[src/rtl/asi_arb.sv]
// asi_arb: lends one single-port SRAM to the write or the read user side for a whole burst and muxes its beats onto the memory port.
// Latency: grant 1 cycle after a sampled request, beats pass combinationally to memory, r_rvalid follows a read issue by RD_LAT cycles.
// Backpressure: none inside a burst; the other side holds its req until granted, and any beat from a side without its grant is dropped and flagged.
module asi_arb #(
    parameter int ADDR_W = 32,
    parameter int DATA_W = 64,
    parameter int STRB_W = DATA_W / 8,
    parameter int RD_LAT = 1
) (
    input  logic              usr_clk,
    input  logic              usr_reset_n,
    // write-side user interface
    input  logic              w_req,
    output logic              w_gnt,
    input  logic              w_we,
    input  logic [ADDR_W-1:0] w_addr,
    input  logic [DATA_W-1:0] w_data,
    input  logic [STRB_W-1:0] w_strb,
    input  logic              w_last,
    // read-side user interface
    input  logic              r_req,
    output logic              r_gnt,
    input  logic              r_re,
    input  logic [ADDR_W-1:0] r_addr,
    input  logic              r_last,
    output logic [DATA_W-1:0] r_rdata,
    output logic              r_rvalid,
    // memory macro port
    output logic              mem_en,
    output logic              mem_we,
    output logic [ADDR_W-1:0] mem_addr,
    output logic [DATA_W-1:0] mem_wdata,
    output logic [STRB_W-1:0] mem_wstrb,
    input  logic [DATA_W-1:0] mem_rdata,
    // protocol error pulse
    output logic              gnt_err
);

    typedef enum logic [1:0] {
        ARB_IDLE = 2'd0,
        ARB_WR   = 2'd1,
        ARB_RD   = 2'd2
    } arb_state_t;

    typedef enum logic {
        SRV_WR = 1'b0,
        SRV_RD = 1'b1
    } srv_t;

    arb_state_t        state;
    srv_t              last_srv;
    logic [RD_LAT-1:0] rd_pipe;
    logic              rd_issue;
    logic              w_done;
    logic              r_done;

    // A burst ends on its last beat or when the requester gives up its req.
    assign w_done = (w_we && w_last) || !w_req;
    assign r_done = (r_re && r_last) || !r_req;

    // Burst-level arbitration; ties go to the side that was not served last, and every burst end costs one idle cycle.
    always_ff @(posedge usr_clk) begin
        if (!usr_reset_n) begin
            state    <= ARB_IDLE;
            last_srv <= SRV_RD;
        end else begin
            case (state)
                ARB_IDLE: begin
                    if (w_req && (!r_req || last_srv == SRV_RD)) begin
                        state    <= ARB_WR;
                        last_srv <= SRV_WR;
                    end else if (r_req) begin
                        state    <= ARB_RD;
                        last_srv <= SRV_RD;
                    end
                end
                ARB_WR: begin
                    if (w_done) begin
                        state <= ARB_IDLE;
                    end
                end
                ARB_RD: begin
                    if (r_done) begin
                        state <= ARB_IDLE;
                    end
                end
                default: begin
                    state <= ARB_IDLE;
                end
            endcase
        end
    end

    // Grants come straight off the state register so they can never overlap or glitch.
    assign w_gnt = (state == ARB_WR);
    assign r_gnt = (state == ARB_RD);

    // Memory port mux: only the granted side reaches the macro, everything is quiet when idle.
    always_comb begin
        mem_en    = 1'b0;
        mem_we    = 1'b0;
        mem_addr  = '0;
        mem_wdata = '0;
        mem_wstrb = '0;
        case (state)
            ARB_WR: begin
                mem_en    = w_we;
                mem_we    = 1'b1;
                mem_addr  = w_addr;
                mem_wdata = w_data;
                mem_wstrb = w_strb;
            end
            ARB_RD: begin
                mem_en    = r_re;
                mem_addr  = r_addr;
            end
            default: begin
                mem_en    = 1'b0;
            end
        endcase
    end

    assign rd_issue = mem_en && !mem_we;

    // Read-valid shift register matching the macro latency; it keeps draining after the grant moves on.
    always_ff @(posedge usr_clk) begin
        if (!usr_reset_n) begin
            rd_pipe <= '0;
        end else begin
            rd_pipe[0] <= rd_issue;
            for (int i = 1; i < RD_LAT; i++) begin
                rd_pipe[i] <= rd_pipe[i-1];
            end
        end
    end

    assign r_rvalid = rd_pipe[RD_LAT-1];
    assign r_rdata  = mem_rdata;

    // Flag a beat strobe from a side that does not own the memory; the mux has already kept it off the port.
    always_ff @(posedge usr_clk) begin
        if (!usr_reset_n) begin
            gnt_err <= 1'b0;
        end else begin
            gnt_err <= (w_we && (state != ARB_WR)) || (r_re && (state != ARB_RD));
        end
    end

endmodule

[config.mk]
export PLATFORM = sky130hd
export DESIGN_NAME = asi_arb
export DESIGN_NICKNAME = d
export VERILOG_FILES = /design/src/rtl/asi_arb.sv
export SDC_FILE = /design/constraint.sdc
export NUM_CORES = 1
export LEC_CHECK = 0
export BUFFER_PORTS_ARGS = -buffer_cell sky130_fd_sc_hd__buf_4
export CAP_MARGIN = 20
export CELL_PAD_IN_SITES_DETAIL_PLACEMENT = 0
export CELL_PAD_IN_SITES_GLOBAL_PLACEMENT = 1
export CORE_AREA = 2 2 149 151
export CTS_BUF_LIST = sky130_fd_sc_hd__clkbuf_4 sky130_fd_sc_hd__clkbuf_8
export CTS_CLUSTER_SIZE = 8
export DETAILED_ROUTE_END_ITERATION = 8
export DIE_AREA = 0 0 151 153
export GPL_ROUTABILITY_DRIVEN = 0
export GPL_TIMING_DRIVEN = 0
export PLACE_DENSITY = 0.56
export SLEW_MARGIN = 20
export SYNTH_ARGS = -nofsm -noshare
export SYNTH_HDL_FRONTEND = slang
export SYNTH_SLANG_ARGS = --single-unit
[constraint.sdc]
create_clock -name usr_clk -period 1.2 [get_ports usr_clk]
set_input_delay 0.12 -clock usr_clk [delete_from_list [all_inputs] [get_ports usr_clk]]
set_output_delay 0.12 -clock usr_clk [all_outputs]
set_load 0.05 [all_outputs]
# ---- Word-level counts from Yosys, hierarchy flattened
# Cells that the tools add are included.
dict set report word_totals {
  output_inout_bits 174
  word_cells 40
  in_bits 208
  ff_bits 5
}
dict set report classes {
  mux 12
  reduce_logical 17
  n_eq_ne 7
}
# operator n
set op_table {}
lappend op_table {{$mux W64} 1}
lappend op_table {{$pmux W32 S2} 1}
lappend op_table {{$mux W2} 4}
lappend op_table {{$mux W8} 1}
lappend op_table {{$logic_and A1 B1 Y1} 6}
lappend op_table {{$ne A2 B1 Y1 const B} 3}
lappend op_table {{$pmux W2 S3} 1}
lappend op_table {{$logic_or A1 B1 Y1} 4}
lappend op_table {{$logic_not A1 Y1} 3}
lappend op_table {{$mux W1} 3}
lappend op_table {{$ne A3 B3 Y1 const B} 1}
lappend op_table {{$reduce_and A3 Y1} 1}
lappend op_table {{$eq A2 B1 Y1 const B} 1}
lappend op_table {{$eq A2 B2 Y1 const B} 1}
lappend op_table {{$logic_not A2 Y1} 1}
lappend op_table {{$ne A2 B2 Y1 const B} 1}
lappend op_table {{$pmux W1 S2} 1}
lappend op_table {{$reduce_and A2 Y1} 1}
lappend op_table {{$reduce_bool A2 Y1} 1}

# ---- Depth between registers and ports, before layout
# Gate-level depths: netlist of the first run.
dict set report logic_depth {
  depth_word 5
  depth_mapped 7
  ltp_nobuf 5
}

# ---- Least setup slack after synthesis of the first run
# No wires, ideal clock.
dict set report synth_timing {
  kind {reg-to-reg}
  from {reg state[0]}
  to {reg rd_pipe (netlist: r_rvalid)}
  arrival_time_ps 2166
  path_slack_ps -1039
  path_buffers 1
  required_time_ps 1127
  synth_period_minus_slack_ps 2239
  path_stages_with_launch 7
  setup_time_ps 73
  cell_sequence {dfxtp_1 inv_1 ha_1 buf_4 a22oi_1 nor2b_1 nor3b_2}
}
dict set report synth_via {
  word_cells_on_any_way 6
  cone_classes {2 x eq/ne; 2 x mux; 2 x reduce/logical}
}
# item line
set synth_rtl {}
lappend synth_rtl {{start: declaration} 50} ;# arb_state_t state;
lappend synth_rtl {{start signal: assignment} 64} ;# state <= ARB_IDLE;
lappend synth_rtl {{start signal: assignment} 70} ;# state <= ARB_WR;
lappend synth_rtl {{start signal: assignment} 73} ;# state <= ARB_RD;
lappend synth_rtl {{$eq A2 B2 Y1} -}
lappend synth_rtl {{via r_gnt} 22} ;# output logic r_gnt,
lappend synth_rtl {{$pmux W1 S2} 105} ;# case (state)
lappend synth_rtl {{via mem_en} 29} ;# output logic mem_en,
lappend synth_rtl {{$logic_and A1 B1 Y1} 123} ;# assign rd_issue = mem_en && !mem_we;
lappend synth_rtl {{end signal: indexed assignment} 132} ;# rd_pipe[i] <= rd_pipe[i-1];
lappend synth_rtl {{end: declaration} 52} ;# logic [RD_LAT-1:0] rd_pipe;
# The timed path passes the listed nets, and every way through them passes these cells.
# A chain may end at the register's enable or synchronous reset.

# ---- Worst setup path in the final report of the first run
dict set report layout_timing {
  from {reg state[1]}
  to {out mem_wdata[41]}
}
dict set report layout_via {
  elab_chain_len 2
}
# item line
set layout_rtl {}
lappend layout_rtl {{$eq A2 B1 Y1} 105}
lappend layout_rtl {{$mux W64} 105}
lappend layout_rtl {{end: declaration} 32} ;# output logic [DATA_W-1:0] mem_wdata,
# Every way passes these cells.

==> results of run 1 <==
## how the worst max path moves through the flow
stage | depth (start not counted) | from | slack [ps] | end
2_1_floorplan | 6 | state[0]$_SDFFE_PN0P_ | -250 | r_rvalid$_SDFF_PN0_
3_3_place_gp | 5 | state[0]$_SDFFE_PN0P_ | -530 | mem_addr[9]
3_5_place_dp | 5 | state[0]$_SDFFE_PN0P_ | -520 | mem_addr[9]
4_1_cts | 7 | state[0]$_SDFFE_PN0P_ | -510 | mem_addr[4]
5_1_grt | 7 | state[0]$_SDFFE_PN0P_ | -530 | mem_addr[9]
6_report | 7 | state[1]$_SDFFE_PN0P_ | -480 | mem_wdata[41]
## metrics by stage
stage	util [%]	std cells	TNS (ps)	setup WS (ps)
floorplan	-	255	-20120	-253
global placement	23.8	852	-38770	-529
global route	29.6	875	-52880	-533
detailed placement	23.8	852	-37450	-517
CTS	28.8	871	-49150	-510
finish	29.6	875	-47390	-478
## state kept, by name, summed over array words and instances, names as in the netlist
| register | flops |
|---|---|
| r_rvalid | 1 |
| last_srv | 1 |
| gnt_err | 1 |
| state | 2 |
## power breakdown
group | internal [uW] | switching, uW | total [uW]
Sequential | 190 | 25.3 | 216
Clock | 251 | 88.0 | 339
Combinational | 2490 | 2550 | 5040
## worst register-to-register path, cell delays in order, from the launching register on
cell and delay, ps:
dfxtp_4 360, inv_4 70, ha_4 150, buf_12 150, buf_16 130, buf_6 100
nand3_2 60, nand2_2 90, mux2i_1 170
## routing by layer
metal	part of all wire, %	global-route usage (%)
met2	53	17.3
met3	9.6	1.85
met5	0	0
met4	0.35	0.623
met1	37	10.9
## area by class of cell
| class | instances | area, um^2 | share of cell area, % |
|---|---|---|---|
| Multi-Input combinational cell | 162 | 1730 | 27.1 |
| Inverter | 4 | 20.0 | 0.314 |
| Buffer | 84 | 853 | 13.4 |
| Sequential cell | 5 | 108 | 1.69 |
| Tap cell | 280 | 350 | 5.50 |
| Timing Repair Buffer | 336 | 3260 | 51.2 |
| Clock buffer | 4 | 48.8 | 0.766 |
## cells by family after synthesis
logic type                 count (synthesis)
and+or+nand+nor                          117
buffers and inverters                     88
AOI/OAI and AO/OA                         39
DFF                                        5
adders and majority gates                  4
muxes                                      2
## timing repair
| item | in CTS | in global routing |
|---|---|---|
| pin swaps | 19 | 26 |
| buffers inserted | 7 | 2 |
| gates cloned | 8 | 3 |
| resized for setup | 189 | 34 |
| setup endpoints to repair | 110 | 111 |
## layout by cell type, fill, tap and decap left out, types with 2 or more instances in the layout
master	synthesis	layout
dfxtp_4	0	2
buf_8	0	47
mux2i_1	2	2
inv_4	0	2
and2_4	0	72
ha_4	0	3
o21ai_0	2	2
a22oi_2	0	33
clkbuf_16	0	7
clkbuf_8	0	6
nand2_1	5	4
buf_4	67	276
nor2b_4	0	33
inv_1	4	2
buf_6	2	74
dfxtp_1	5	3
buf_12	0	9
buf_16	0	4
==> flow_summary.json, run 1 <==
{
  "synth_xor_area_share_pct": 0,
  "synthMuxAreaShare_pct": 1.12,
  "synth_ff_type": "dfxtp_1",
  "post-synth-top-area-fraction_pct": 28.2,
  "fillCellCount": 2275,
  "post-route-period-util_pct": 140,
  "cts_buffers": 3,
  "synth_cells": 255,
  "post_dp_cell_area_mm2": 0.00512,
  "antenna_found_initial": 0,
  "grtUsageTotal_pct": 9.14,
  "drt_pass1_iterations": 4,
  "tightest_slew_ps": 218,
  "dieWidth_um": 151,
  "drv_cap": 0,
  "fin_area_mm2": 0.00637,
  "hold_class": "input pin to flip-flop",
  "syn_nets": 467,
  "drc": 0,
  "portBuffers": 317,
  "finalClockSkew_ps": 0.262,
  "p_leak_uw": 0.00299,
  "overflow": 0,
  "grt_pass1_wl_um": 16700,
  "insertion_delay_ps": 220,
  "cts_max_level": 1,
  "crit_arrival_ps": 1560,
  "fmaxAchievable_mhz": 596,
  "r2r_start": "state[1]$_SDFFE_PN0P_",
  "critPathMaxStageDelay_ps": 380,
  "synthSimpleGateAreaFrac_pct": 40.4,
  "io_pins": 382,
  "ys_seq_area_share_pct": 5.61,
  "die_y_um": 153,
  "synth-seq-cells": 5,
  "die_area_mm2": 0.0231,
  "report.final.setup_viol": 111,
  "synth_fa_ha_area_share_pct": 2.81,
  "ys_async_sr_fraction_pct": 0,
  "nets": 808,
  "synth_area_leaders": "buf_4 28%, and2_1 25%, a22oi_1 14%, nor2b_1 12%, dfxtp_1 5.6%",
  "postCtsHoldBufs": 0,
  "holdPathEnd": "last_srv$_SDFFE_PN1P_",
  "vias": 2987,
  "syn_area_mm2": 0.00178,
  "std_cell_rows": 54,
  "clockBufferDepth": 2,
  "cts_tree": "built",
  "min_path_cells": 2,
  "ys.warnings.count": 0,
  "p_per_area_mw_per_mm2": 878,
  "totalWireLength_um": 12000,
  "synth_edf_count": 0,
  "wl_per_cell_um": 13.8,
  "drt-initial-drc-count": 62,
  "worst_setup_path_start_kind": "flip-flop",
  "clk_pin_slew_ps": 40,
  "synth_compound_area_share_pct": 16.0,
  "clkSinkCount": 5,
  "hold_slack_ps": 130,
  "yosysUniqueCellTypes": 22,
  "grt_start_max_net_pins": 11,
  "ant_nets": 0,
  "core_area_mm2": 0.0215,
  "fin_crit_ps": 1680,
  "cp_slowest_cell": "dfxtp_4",
  "status": "finished with violations",
  "detailed_place_hpwl_um": 9530,
  "critical_path_class": "flip-flop to output pin",
  "synthToLayoutAreaGrowth_pct": 257,
  "reg2reg_depth": 8,
  "cts-root-buf": "clkbuf_8",
  "crit_buf_inv": 5,
  "worstHoldStart": "usr_reset_n",
  "synth.most_common_cell": "and2_1",
  "finalHoldViolations": 0,
  "slew_headroom_pct": 85.5,
  "grt_pass1_vias": 2861,
  "required_ps": 1080,
  "postSynthAreaPerCell_um2": 6.99,
  "peakVddDrop_uv": 567,
  "diodes": 0,
  "synth_top_family_by_area": "simple AND/OR/NAND/NOR gates",
  "r2r_setup_slack_ps": -160,
  "drive_gt1_share_pct": 96.5,
  "fin_total_pwr_uw": 5590,
  "fin_ws_ps": -478,
  "initial_core_util_pct": 8.30,
  "rsz0062_at_grt": "true",
  "violations": "setup timing",
  "r2r_end": "state[1]$_SDFFE_PN0P_",
  "slew_viol_final": 0,
  "ys_top_cells_by_count": "72 x and2_1, 67 x buf_4, 33 x a22oi_1, 33 x nor2b_1, 7 x clkbuf_1",
  "synth_top_area_cell": "buf_4",
  "vias_per_cell": 3.41,
  "crit_fanout": 10,
  "path_cells": "inv_4 -> ha_4 -> buf_12 -> buf_12 -> buf_8 -> and2_4 -> buf_8",
  "cpLargestDelayFamily": "buffers and inverters",
  "critPathCaptureType": "output pin"
}
(Power assumes the default switching activity.)
==> run 2: changes to the inputs <==
--- a/config.mk
+++ b/config.mk
@@ -14,7 +14,6 @@
 export CTS_CLUSTER_SIZE = 8
 export DETAILED_ROUTE_END_ITERATION = 8
 export DIE_AREA = 0 0 151 153
-export GPL_ROUTABILITY_DRIVEN = 0
 export GPL_TIMING_DRIVEN = 0
 export PLACE_DENSITY = 0.56
 export SLEW_MARGIN = 20
==> constraint.sdc (replaced) <==
create_clock -name usr_clk -period 1.2 [get_ports usr_clk]
set_input_delay 0 -clock usr_clk [delete_from_list [all_inputs] [get_ports usr_clk]]
set_output_delay 0 -clock usr_clk [all_outputs]
set_load 0.05 [all_outputs]
==> flow_summary.json, run 2 (same netlist as run 1, synthesis figures left out) <==
{
  "diodes": 0,
  "drt_pass1_iterations": 4,
  "post-route-period-util_pct": 132,
  "drv_cap": 0,
  "clk_pin_slew_ps": 40,
  "cts_max_level": 1,
  "cts_buffers": 3,
  "fin_area_mm2": 0.00650,
  "drc": 0,
  "clkSinkCount": 5,
  "portBuffers": 317,
  "io_pins": 382,
  "wl_per_cell_um": 14.9,
  "initial_core_util_pct": 8.30,
  "required_ps": 1200,
  "r2r_setup_slack_ps": -210,
  "largest_reg_flops": 2,
  "gp_congestion": 0.679,
  "core_area_mm2": 0.0215,
  "fmaxAchievable_mhz": 633,
  "std_cell_rows": 54,
  "die_area_mm2": 0.0231,
  "peakVddDrop_uv": 398,
  "drive_gt1_share_pct": 96.5,
  "antenna_found_initial": 0,
  "worst_setup_path_start_kind": "flip-flop",
  "die_y_um": 153,
  "detailed_place_hpwl_um": 10700,
  "tightest_slew_ps": 283,
  "grtUsageTotal_pct": 10.1,
  "grt_pass1_wl_um": 17900,
  "largest_register": "state",
  "seq_power_share_pct": 3.7,
  "vias": 2982,
  "p_leak_uw": 0.00302,
  "critPathCaptureType": "output pin",
  "dieWidth_um": 151,
  "comb_power_share_pct": 90.5,
  "hold_class": "input pin to flip-flop",
  "grt_start_max_net_pins": 11,
  "cts_tree": "built",
  "rsz0062_at_grt": "true",
  "post_dp_cell_area_mm2": 0.00503,
  "finalHoldViolations": 0,
  "overflow": 0,
  "mostFrequentLayoutCells": "277 x buf_4, 81 x buf_8, 72 x and2_4",
  "vias_per_cell": 3.41,
  "fin_crit_ps": 1580,
  "clockBufferDepth": 2,
  "netSwitchingFraction_pct": 48.0,
  "synthToLayoutAreaGrowth_pct": 264,
  "fillCellCount": 2283,
  "report.final.setup_viol": 112,
  "clkPwrFrac_pct": 5.7,
  "slew_viol_final": 0,
  "net-switching-power_uw": 2740,
  "totalWireLength_um": 13000,
  "finalClockSkew_ps": 9.77,
  "post-place-ws_ps": -508,
  "fin_ws_ps": -380,
  "ant_nets": 0,
  "slew_headroom_pct": 81.1,
  "nets": 807,
  "status": "finished with violations",
  "critical_path_class": "flip-flop to output pin",
  "crit_fanout": 10,
  "final_common_cell": "buf_4",
  "fin_total_pwr_uw": 5700,
  "insertion_delay_ps": 230,
  "grt_pass1_vias": 3135,
  "cts-root-buf": "clkbuf_8",
  "hold_slack_ps": 59.8,
  "violations": "setup timing",
  "drt-initial-drc-count": 33,
  "p_int_uw": 2960,
  "p_per_area_mw_per_mm2": 877,
  "crit_arrival_ps": 1580
}
## run 2: changes by cell type in the layout (fill, tap and decap cells not counted), sizes merged
cell,before,now
clkinv,0,1
dlygate4sd3,0,1
clkbuf,14,11
## run 2: metal layers
| layer | track usage (%) | part of all wire, % | vias to the layer above |
|---|---|---|---|
| met5 | 0 | 0 | - |
| met3 | 1.70 | 9.5 | 7 |
| met2 | 20.2 | 55 | 210 |
| met1 | 11.1 | 34 | 1322 |
| li1 | - | - | 1443 |
| met4 | 1.69 | 0.87 | 0 |
## run 2: area by class of cell
type,count,area (um^2),share of cell area (%)
clock buffers,3,41.3,0.636
flip-flops and latches,5,108,1.66
repair buffers,337,3390,52.2
well taps,280,350,5.39
inverters,4,22.5,0.347
multi-input cells,162,1750,26.9
clock inverters,1,5.00,0.0770
plain buffers,82,831,12.8
## run 2: metrics by stage
step / utilization, % / TNS [ps] / cells
3_5_place_dp: 23.4 / -26430 / 852
4_1_cts: 29.1 / -37310 / 869
5_1_grt: 30.2 / -41540 / 874
2_1_floorplan: - / -8720 / 255
3_3_place_gp: 23.4 / -26460 / 852
6_report: 30.2 / -35290 / 874
## run 2: final timing paths
check | depth (start not counted) | to | start
min | 3 | gnt_err$_SDFF_PN0_ | w_we
max | 7 | mem_wdata[34] | state[1]$_SDFFE_PN0P_
max reg2reg | 7 | r_rvalid$_SDFF_PN0_ | state[1]$_SDFFE_PN0P_
min reg2reg | 2 | last_srv$_SDFFE_PN1P_ | last_srv$_SDFFE_PN1P_
## run 2: critical path, cell delays in order, from the launching register on
cell and delay [ps]:
dfxtp_4 370, inv_4 50, ha_4 180, buf_12 150, buf_12 140, clkbuf_16 150
and2_4 160, buf_8 140
## run 2: timing repair
action	in CTS	in global routing
hold buffers	1	0
endpoints found under the setup margin	109	112
cloned	8	2
hold endpoints to repair	1	0
setup buffers	5	4
gates resized for setup	240	52
pin swaps	39	18
## run 2: power groups by stage
| stage | clock [uW] | sequential [uW] | combinational (uW) |
|---|---|---|---|
| floorplan | 0 | 226 | 2770 |
| global placement | 0 | 212 | 4040 |
| detailed placement | 0 | 212 | 4030 |
| CTS | 331 | 211 | 5020 |
| global route | 344 | 215 | 5410 |
| finish | 326 | 213 | 5160 |
==> run 3: changes to the inputs <==
--- a/config.mk
+++ b/config.mk
@@ -16,6 +16,7 @@
 export DIE_AREA = 0 0 151 153
 export GPL_TIMING_DRIVEN = 0
 export PLACE_DENSITY = 0.56
+export RECOVER_POWER = 100
 export SLEW_MARGIN = 20
 export SYNTH_ARGS = -nofsm -noshare
 export SYNTH_HDL_FRONTEND = slang
==> flow_summary.json, run 3 (same netlist as run 1, synthesis figures left out) <==
{
  "finalClockSkew_ps": 9.77,
  "overflow": 0,
  "cts-root-buf": "clkbuf_8",
  "rsz0062_at_grt": "true",
  "diodes": 0,
  "io_pins": 382,
  "clockBufferDepth": 2,
  "detailed_place_hpwl_um": 10700,
  "grtUsageTotal_pct": 10.1,
  "dieWidth_um": 151,
  "vias": 2988,
  "cts_max_level": 1,
  "clk_pin_slew_ps": 40,
  "slew_headroom_pct": 58.1,
  "die_y_um": 153,
  "initial_core_util_pct": 8.30,
  "reg2reg_depth": 7,
  "drive_gt1_share_pct": 85.4,
  "nets": 807,
  "violations": "setup timing",
  "cpMostUsedCell": "buf_12",
  "die_area_mm2": 0.0231,
  "synthToLayoutAreaGrowth_pct": 250,
  "antenna_found_initial": 0,
  "drt-initial-drc-count": 36,
  "report.final.setup_viol": 112,
  "grt_pass1_wl_um": 17900,
  "portBuffers": 317,
  "crit_arrival_ps": 1580,
  "tightest_slew_ps": 632,
  "wl_per_cell_um": 14.9,
  "slew_viol_final": 0,
  "critPathCaptureType": "output pin",
  "grt_pass1_vias": 3135,
  "worst_setup_path_start_kind": "flip-flop",
  "path_cells": "inv_4 -> ha_4 -> buf_12 -> buf_12 -> clkbuf_16 -> and2_4 -> buf_8",
  "fin_ws_ps": -380,
  "mostFrequentLayoutCells": "211 x buf_4, 81 x buf_8, 72 x and2_4",
  "status": "finished with violations",
  "largest_reg_flops": 2,
  "fin_total_pwr_uw": 5590,
  "post-route-util_pct": 29.1,
  "gp_congestion": 0.679,
  "min_path_cells": 3,
  "p_leak_uw": 0.00278,
  "largest_register": "state",
  "critical_path_class": "flip-flop to output pin",
  "insertion_delay_ps": 230,
  "core_area_mm2": 0.0215,
  "cp_slowest_cell": "dfxtp_4",
  "final_common_cell": "buf_4",
  "clkSinkCount": 5,
  "post_dp_cell_area_mm2": 0.00503,
  "fin_area_mm2": 0.00625,
  "std_cell_rows": 54,
  "grt_start_max_net_pins": 11,
  "vias_per_cell": 3.42,
  "p_per_area_mw_per_mm2": 895,
  "critPathMaxStageDelay_ps": 370,
  "drv_cap": 0,
  "fmaxAchievable_mhz": 633,
  "hold_class": "input pin to flip-flop",
  "cts_buffers": 3,
  "fin_crit_ps": 1580,
  "ant_nets": 0,
  "crit_fanout": 10,
  "tns_ps": -35310,
  "required_ps": 1200,
  "post-route-period-util_pct": 132,
  "instances_no_fill": 874,
  "cts_tree": "built",
  "peakVddDrop_uv": 398,
  "post-place-cells": 852,
  "totalWireLength_um": 13000,
  "drc": 0,
  "finalHoldViolations": 0,
  "drt_pass1_iterations": 4
}
-- run 3: cell types whose count changed in the layout (fill, tap and decap cells not counted), sizes merged --
cell,previous run,this run
buf,410,344
clkbuf,11,77
-- run 3: area by class of cell --
class | count | area (um^2)
Buffer | 82 | 831
Inverter | 4 | 22.5
Tap cell | 280 | 350
Sequential cell | 5 | 108
Multi-Input combinational cell | 162 | 1750
Clock inverter | 1 | 5.00
Fill cell | 2351 | 15200
Clock buffer | 3 | 41.3
Timing Repair Buffer | 337 | 3150
-- run 3: worst paths after layout --
check | startpoint | to | slack [ps]
worst min register to register | last_srv$_SDFFE_PN1P_ | last_srv$_SDFFE_PN1P_ | 550
worst max register to register | state[1]$_SDFFE_PN0P_ | r_rvalid$_SDFF_PN0_ | -210
worst max-delay path | state[1]$_SDFFE_PN0P_ | mem_wdata[34] | -380
worst min-delay path | w_we | gnt_err$_SDFF_PN0_ | 60
-- run 3: power by group --
part           internal, uW  total (uW)  switching [uW]  leakage, uW
combinational          2440        5050            2610      0.00272
clock                   225         326             102    0.0000255
sequential              190         213            23.2    0.0000426
total                  2860        5590            2740      0.00278
-- run 3: layer usage --
layer | up-vias | track usage (%) | routed length (um) | share of wire, %
met1 | 1328 | 11.1 | 4550 | 35
li1 | 1443 | - | - | -
met4 | 0 | 1.69 | 113 | 0.87
met3 | 7 | 1.70 | 1220 | 9.4
met5 | - | 0 | 0 | 0
met2 | 210 | 20.2 | 7160 | 55
-- run 3: what timing repair did --
action	CTS	global route
pin swaps	39	18
hold buffers	1	0
buffers inserted	5	4
endpoints found under the setup margin	109	112
endpoints found under the hold margin	1	0
cloned	8	2
resized for setup	240	52
-- run 3: stage by stage --
step                hold slack [ps]  worst slack, ps
floorplan                      76.2             -236
global placement                233             -521
detailed placement              235             -508
CTS                            61.3             -408
global route                   66.1             -431
finish                         59.8             -380
-- run 3: critical path, delay by kind of cell, from the launching register on --
family	cells	cell delay, ps
buffers and inverters	5	630
DFF	1	370
adders and majority gates	1	180
and+or+nand+nor	1	160
